## config.mk

```make
export PLATFORM = sky130hd
export DESIGN_NAME = clk_div_prog
export DESIGN_NICKNAME = d
export VERILOG_FILES = /design/src/rtl/clk_div_pkg.sv /design/src/rtl/clk_div_half_phase.sv /design/src/rtl/clk_div_prog.sv
export SDC_FILE = /design/constraint.sdc
export NUM_CORES = 1
export LEC_CHECK = 0
export CAP_MARGIN = 10
export CORE_ASPECT_RATIO = 0.5
export CORE_UTILIZATION = 50
export DETAILED_ROUTE_END_ITERATION = 6
export PLACE_DENSITY = 0.82
export SLEW_MARGIN = 20
export SYNTH_ARGS = -nofsm -noshare
export SYNTH_HDL_FRONTEND = slang
export SYNTH_HIERARCHICAL = 1
export SYNTH_SLANG_ARGS = --single-unit
```

## constraint.sdc

```tcl
create_clock -name clk_in -period 3.3 [get_ports clk_in]
set_clock_uncertainty 0.2 [all_clocks]
set_input_delay 0.825 -clock clk_in [delete_from_list [all_inputs] [get_ports clk_in]]
set_output_delay 0.825 -clock clk_in [all_outputs]
set_load 0.01 [all_outputs]
```

## src/rtl/clk_div_pkg.sv

```systemverilog
// clk_div_pkg: shared constants and FSM encoding for the programmable clock divider
package clk_div_pkg;
   localparam int CNT_W_DEF = 8;
   localparam int MIN_DIV = 2;
   typedef enum logic {IDLE = 1'b0, RUN = 1'b1} state_t;
endpackage

```

## src/rtl/clk_div_half_phase.sv

```systemverilog
// clk_div_half_phase: negedge half-cycle extension flop and the glitch-free output OR
module clk_div_half_phase (
   input  logic clk_in,
   input  logic rst_n,
   input  logic pos_q,
   input  logic odd,
   output logic clk_out
);
   logic neg_q;
   always_ff @(negedge clk_in or negedge rst_n)
      if (!rst_n) neg_q <= 1'b0;
      else neg_q <= pos_q;
   // odd only changes at a wrap edge, where neg_q is already low
   assign clk_out = pos_q | (odd & neg_q);
endmodule

```

## src/rtl/clk_div_prog.sv

```systemverilog
// clk_div_prog: runtime-programmable 50%-duty integer clock divider with boundary-only reload
module clk_div_prog import clk_div_pkg::*; #(
   parameter int CNT_W = CNT_W_DEF,
   parameter int DEFAULT_DIV = 3
) (
   input  logic             clk_in,
   input  logic             rst_n,
   input  logic             en,
   input  logic [CNT_W-1:0] div_val,
   input  logic             div_load,
   output logic             clk_out,
   output logic             period_tick,
   output logic [CNT_W-1:0] div_active,
   output logic             load_ack,
   output logic             load_err
);
   state_t state, state_nx;
   logic [CNT_W-1:0] cnt, cnt_nx, pend, pend_nx, div_nx, half;
   logic pos_q, pos_nx, tick_nx, pend_vld, pend_vld_nx, ack_nx, load_ok, apply;
   assign half = div_active >> 1;
   assign load_ok = div_load && (div_val >= CNT_W'(MIN_DIV));
   // every IDLE edge is a period boundary, as is the wrap from N-1 back to 0
   assign apply = (state == IDLE) || (cnt == div_active - CNT_W'(1));
   always_comb begin
      state_nx = state;
      cnt_nx = cnt + CNT_W'(1);
      pos_nx = (cnt + CNT_W'(1)) < half;
      tick_nx = 1'b0;
      div_nx = div_active;
      pend_nx = load_ok ? div_val : pend;
      pend_vld_nx = pend_vld | load_ok;
      ack_nx = 1'b0;
      if (apply) begin
         div_nx = load_ok ? div_val : pend_vld ? pend : div_active;
         ack_nx = load_ok | pend_vld;
         pend_nx = pend;
         pend_vld_nx = 1'b0;
         state_nx = en ? RUN : IDLE;
         cnt_nx = '0;
         pos_nx = en;
         tick_nx = en;
      end
   end
   always_ff @(posedge clk_in or negedge rst_n)
      if (!rst_n) begin
         state <= IDLE;
         cnt <= '0;
         pos_q <= 1'b0;
         period_tick <= 1'b0;
         div_active <= CNT_W'(DEFAULT_DIV);
         pend <= '0;
         pend_vld <= 1'b0;
         load_ack <= 1'b0;
         load_err <= 1'b0;
      end else begin
         state <= state_nx;
         cnt <= cnt_nx;
         pos_q <= pos_nx;
         period_tick <= tick_nx;
         div_active <= div_nx;
         pend <= pend_nx;
         pend_vld <= pend_vld_nx;
         load_ack <= ack_nx;
         load_err <= div_load & ~load_ok;
      end
   clk_div_half_phase u_half (
      .clk_in (clk_in),
      .rst_n  (rst_n),
      .pos_q  (pos_q),
      .odd    (div_active[0]),
      .clk_out(clk_out)
   );
endmodule

```

==> flow_metrics.tcl <==
set metrics [dict create \
    placeableCoreArea_um2 3150 \
    cts_buffers 5 \
    area_of_the_die_um2 3720 \
    post_synth_fa_ha_maj_area_fraction_pct 5.77 \
    number_of_search_and_repair_iterations_in_the_first_detailed_routing_pass 7 \
    violated_checks "negative setup slack" \
    drt-vias-per-instance 5.87 \
    crit_path_end_kind "output port" \
    max_slew_margin_pct 63.5 \
    clk_latency_ps 290 \
    synth_simple_gate_area_share_pct 18.1 \
    setup_violations 1 \
    netlist_instances 161 \
    critical_path.cell_chain "a21o_1, buf_2" \
    hold_class "flip-flop to flip-flop" \
    pwr-share-seq_pct 38.0 \
    pin_count 24 \
    synthMostInstantiatedCell "sky130_fd_sc_hd__dfrtp_1" \
    critical_path.max_stage_delay_ps 390 \
    cp_data_arrival_time_ps 2540 \
    power_density_over_cell_area_nw_per_um2 923 \
    synth.area.top_cells "sky130_fd_sc_hd__dfrtp_1, sky130_fd_sc_hd__ha_1, sky130_fd_sc_hd__mux2_2" \
    ys_warn_count 6 \
    worstPathRequired_ps 2270 \
    portBuffers 23 \
    run_status "complete, but fails checks" \
    total_leakage_power_nw 0.902 \
    synth_top_family_by_area "simple AND/OR/NAND/NOR gates" \
    cts_hold_buffers 0 \
    tns_ps -265 \
    detailedRoute.firstIterationViolations 92 \
    synth_xor_area_share_pct 7.07 \
    post_synthesis_mux_area_share_pct 6.06 \
    synth_cell_type_count 42 \
    internal_power_mw 1.17 \
    wl_mm 3.52 \
    power.combinational.fraction_pct 46.9 \
    clock_sink_count 31 \
    avgRoutedWirePerCell_um 15.5 \
    via_count_of_the_first_global_routing_pass 1274 \
    synth_edf_count 0 \
    antenna_found_initial 0 \
    ys_seq_area_share_pct 44.9 \
    place_hpwl_mm 2.53 \
    detailroute.via_count 1332 \
    drcViolationCount 0 \
    dominantRegCellSynth "sky130_fd_sc_hd__dfrtp_1" \
    chipHeight_um 43.6 \
    timing_worst_slew_pin_value_ps 534 \
    ys_top_cells_by_count "sky130_fd_sc_hd__dfrtp_1, sky130_fd_sc_hd__xnor2_1" \
    maxCapViolations 0 \
    cell_taking_the_most_area_after_synthesis "sky130_fd_sc_hd__dfrtp_1" \
    final_layout_size_suffix_gt1_share_pct 17.6 \
    postCtsSetupRepairBufs 0 \
    worst_slack_ps -265 \
    die_w_um 85.3 \
    synthesized_area_fraction_occupied_by_ao_oa_aoi_and_oai_cells_pct 14.1 \
    pin_count_of_the_biggest_net_entering_global_routing 31 \
    proportion_of_power_drawn_by_the_clock_network_pct 15.1 \
    std_cell_rows 14 \
    postSynth.asyncResetShare_pct 100 \
    worst_setup_path_start_kind "flip-flop" \
    gp_congestion 0.873 \
    grt_first_pass_wirelength_mm 5.97 \
    worstPathMaxFanout 1 \
    antenna-diode-count 0 \
    placedCellCount 219 \
    syn_to_final_growth_pct 19.3 \
    setup.worst_path.class "flip-flop to output port" \
    vdd_ir_drop_max_mv 0.409 \
    cts.clk_slew.worst_paths_ps 60 \
    syn-num-nets 181 \
    synth.cell_area_um2 1730 \
    ant_nets 0 \
    gr-usage-all-layers_pct 21.8 \
    grt_remaining_overflow 0 \
    place_worst_setup_slack_ps -370 \
    path_buf_inv 1 \
    power_switching_uw 737 \
    number_of_synthesized_register_bits 31 \
    clk_root_buffer_cell "sky130_fd_sc_hd__clkbuf_8" \
    net_sw_share_pct 38.6 \
    initial_core_util_pct 55.0 \
    max-clock-path-buffers 2 \
    final_max_slew_viol_count 0 \
    critical_path.top_delay_family "flip-flops" \
    num-nets-final 206 \
    finish.cell_count_without_fillers 227 \
    number_of_hold_violations_in_the_final_report 0 \
    cp_slowest_cell "sky130_fd_sc_hd__dfrtn_1" \
    avg_synthesized_cell_area_um2 10.8 \
    grt_setup_unrepaired "yes" \
    yosysTopAreaCellShare_pct 40.4 \
    cts_tree "done" \
    cts-htree-levels 2 \
]
[power by group through the flow]
stage / logic (mW) / registers, mW / clock network, mW
floorplan: 0.678 / 0.662 / 0
global placement: 0.862 / 0.720 / 0
detailed placement: 0.892 / 0.725 / 0
CTS: 0.895 / 0.720 / 0.297
global route: 0.995 / 0.750 / 0.311
finish: 0.896 / 0.725 / 0.288
[timing repair]
| action | in CTS | in global routing |
|---|---|---|
| gates resized for setup | 4 | 0 |
| setup endpoints to repair | 1 | 1 |
| pin swaps | 0 | 0 |
[cell usage in the layout (no fill, tap or decap), types with 5 or more instances in the layout]
cell type                         instances
sky130_fd_sc_hd__dfrtp_1                 28
sky130_fd_sc_hd__clkdlybuf4s50_1         22
sky130_fd_sc_hd__xnor2_1                  9
sky130_fd_sc_hd__inv_1                    8
sky130_fd_sc_hd__o21ai_0                  8
sky130_fd_sc_hd__mux2_2                   8
sky130_fd_sc_hd__a2bb2oi_1                8
sky130_fd_sc_hd__ha_1                     8
sky130_fd_sc_hd__nand2_1                  7
sky130_fd_sc_hd__nor2_1                   7
sky130_fd_sc_hd__and3_2                   7
sky130_fd_sc_hd__nand3b_1                 7
sky130_fd_sc_hd__nand3_1                  5
sky130_fd_sc_hd__xor2_1                   5
sky130_fd_sc_hd__clkbuf_8                 5
[state kept, by name, summed over array words and instances (netlist names)]
name and flops:
cnt 8, div_active 8, pend 8, load_ack 1, load_err 1, pend_vld 1, period_tick 1, pos_q 1
state 1, u_half/neg_q 1
[per-layer routing]
| metal | routed length [µm] | GRT usage [%] | share of wire (%) | vias to the layer above |
|---|---|---|---|---|
| met5 | 0 | 0 | 0 | - |
| met1 | 1750 | 29.1 | 50 | 654 |
| met4 | 54 | 9.33 | 1.5 | 0 |
| met3 | 120 | 5.14 | 3.4 | 5 |
| met2 | 1600 | 35.0 | 45 | 34 |
| li1 | - | - | - | 639 |
[path summary, 6_finish.rpt]
check                                                from                   endpoint  slack (ps)  depth (start not counted)
max in group asynchronous                           rst_n     u_half/neg_q$_DFF_NN0_         720                          1
worst max register to register  div_active[0]$_DFFE_PN1P_        pend[7]$_DFFE_PN0P_         270                          8
worst max-delay path               u_half/neg_q$_DFF_NN0_                    clk_out        -270                          2
worst min-delay path                  pend[1]$_DFFE_PN0P_        pend[1]$_DFFE_PN0P_         300                          1
min in group asynchronous                           rst_n  div_active[5]$_DFFE_PN0P_         780                          2
worst min register to register        pend[1]$_DFFE_PN0P_        pend[1]$_DFFE_PN0P_         300                          1
[worst register-to-register path: cells and delay by family (launching register included)]
kind,cells,cell delay (ps)
and+or+nand+nor,2,340
xor gates and xnor gates,1,150
DFF,1,610
muxes,1,360
adders and majority gates,1,300
buffers and inverters,1,60
AOI/OAI and AO/OA,2,900
[final cells by class]
| class | count | area [µm²] |
|---|---|---|
| Tap cell | 40 | 50.0 |
| Timing Repair Buffer | 25 | 240 |
| Multi-Input combinational cell | 115 | 886 |
| Clock inverter | 2 | 12.5 |
| Fill cell | 255 | 1080 |
| Clock buffer | 6 | 72.6 |
| Sequential cell | 31 | 778 |
| Inverter | 8 | 30.0 |
[cell families after synthesis]
group | after synthesis
compound gates | 33
xor+xnor | 14
flops | 31
mux | 9
buf+inv | 15
fa+ha+maj | 8
simple gates | 51
[metrics by stage]
stage | area [µm²] | util [%] | hold slack (ps) | total power, mW
6_report | 2070 | 65.6 | 300 | 1.91
5_1_grt | 2070 | 65.6 | 320 | 2.06
4_1_cts | 2070 | 65.6 | 301 | 1.91
3_5_place_dp | 1990 | 63.1 | 286 | 1.62
3_3_place_gp | 1990 | 63.1 | 279 | 1.58
2_1_floorplan | 1730 | - | 270 | 1.34
Power figures use the tool's default switching activity.
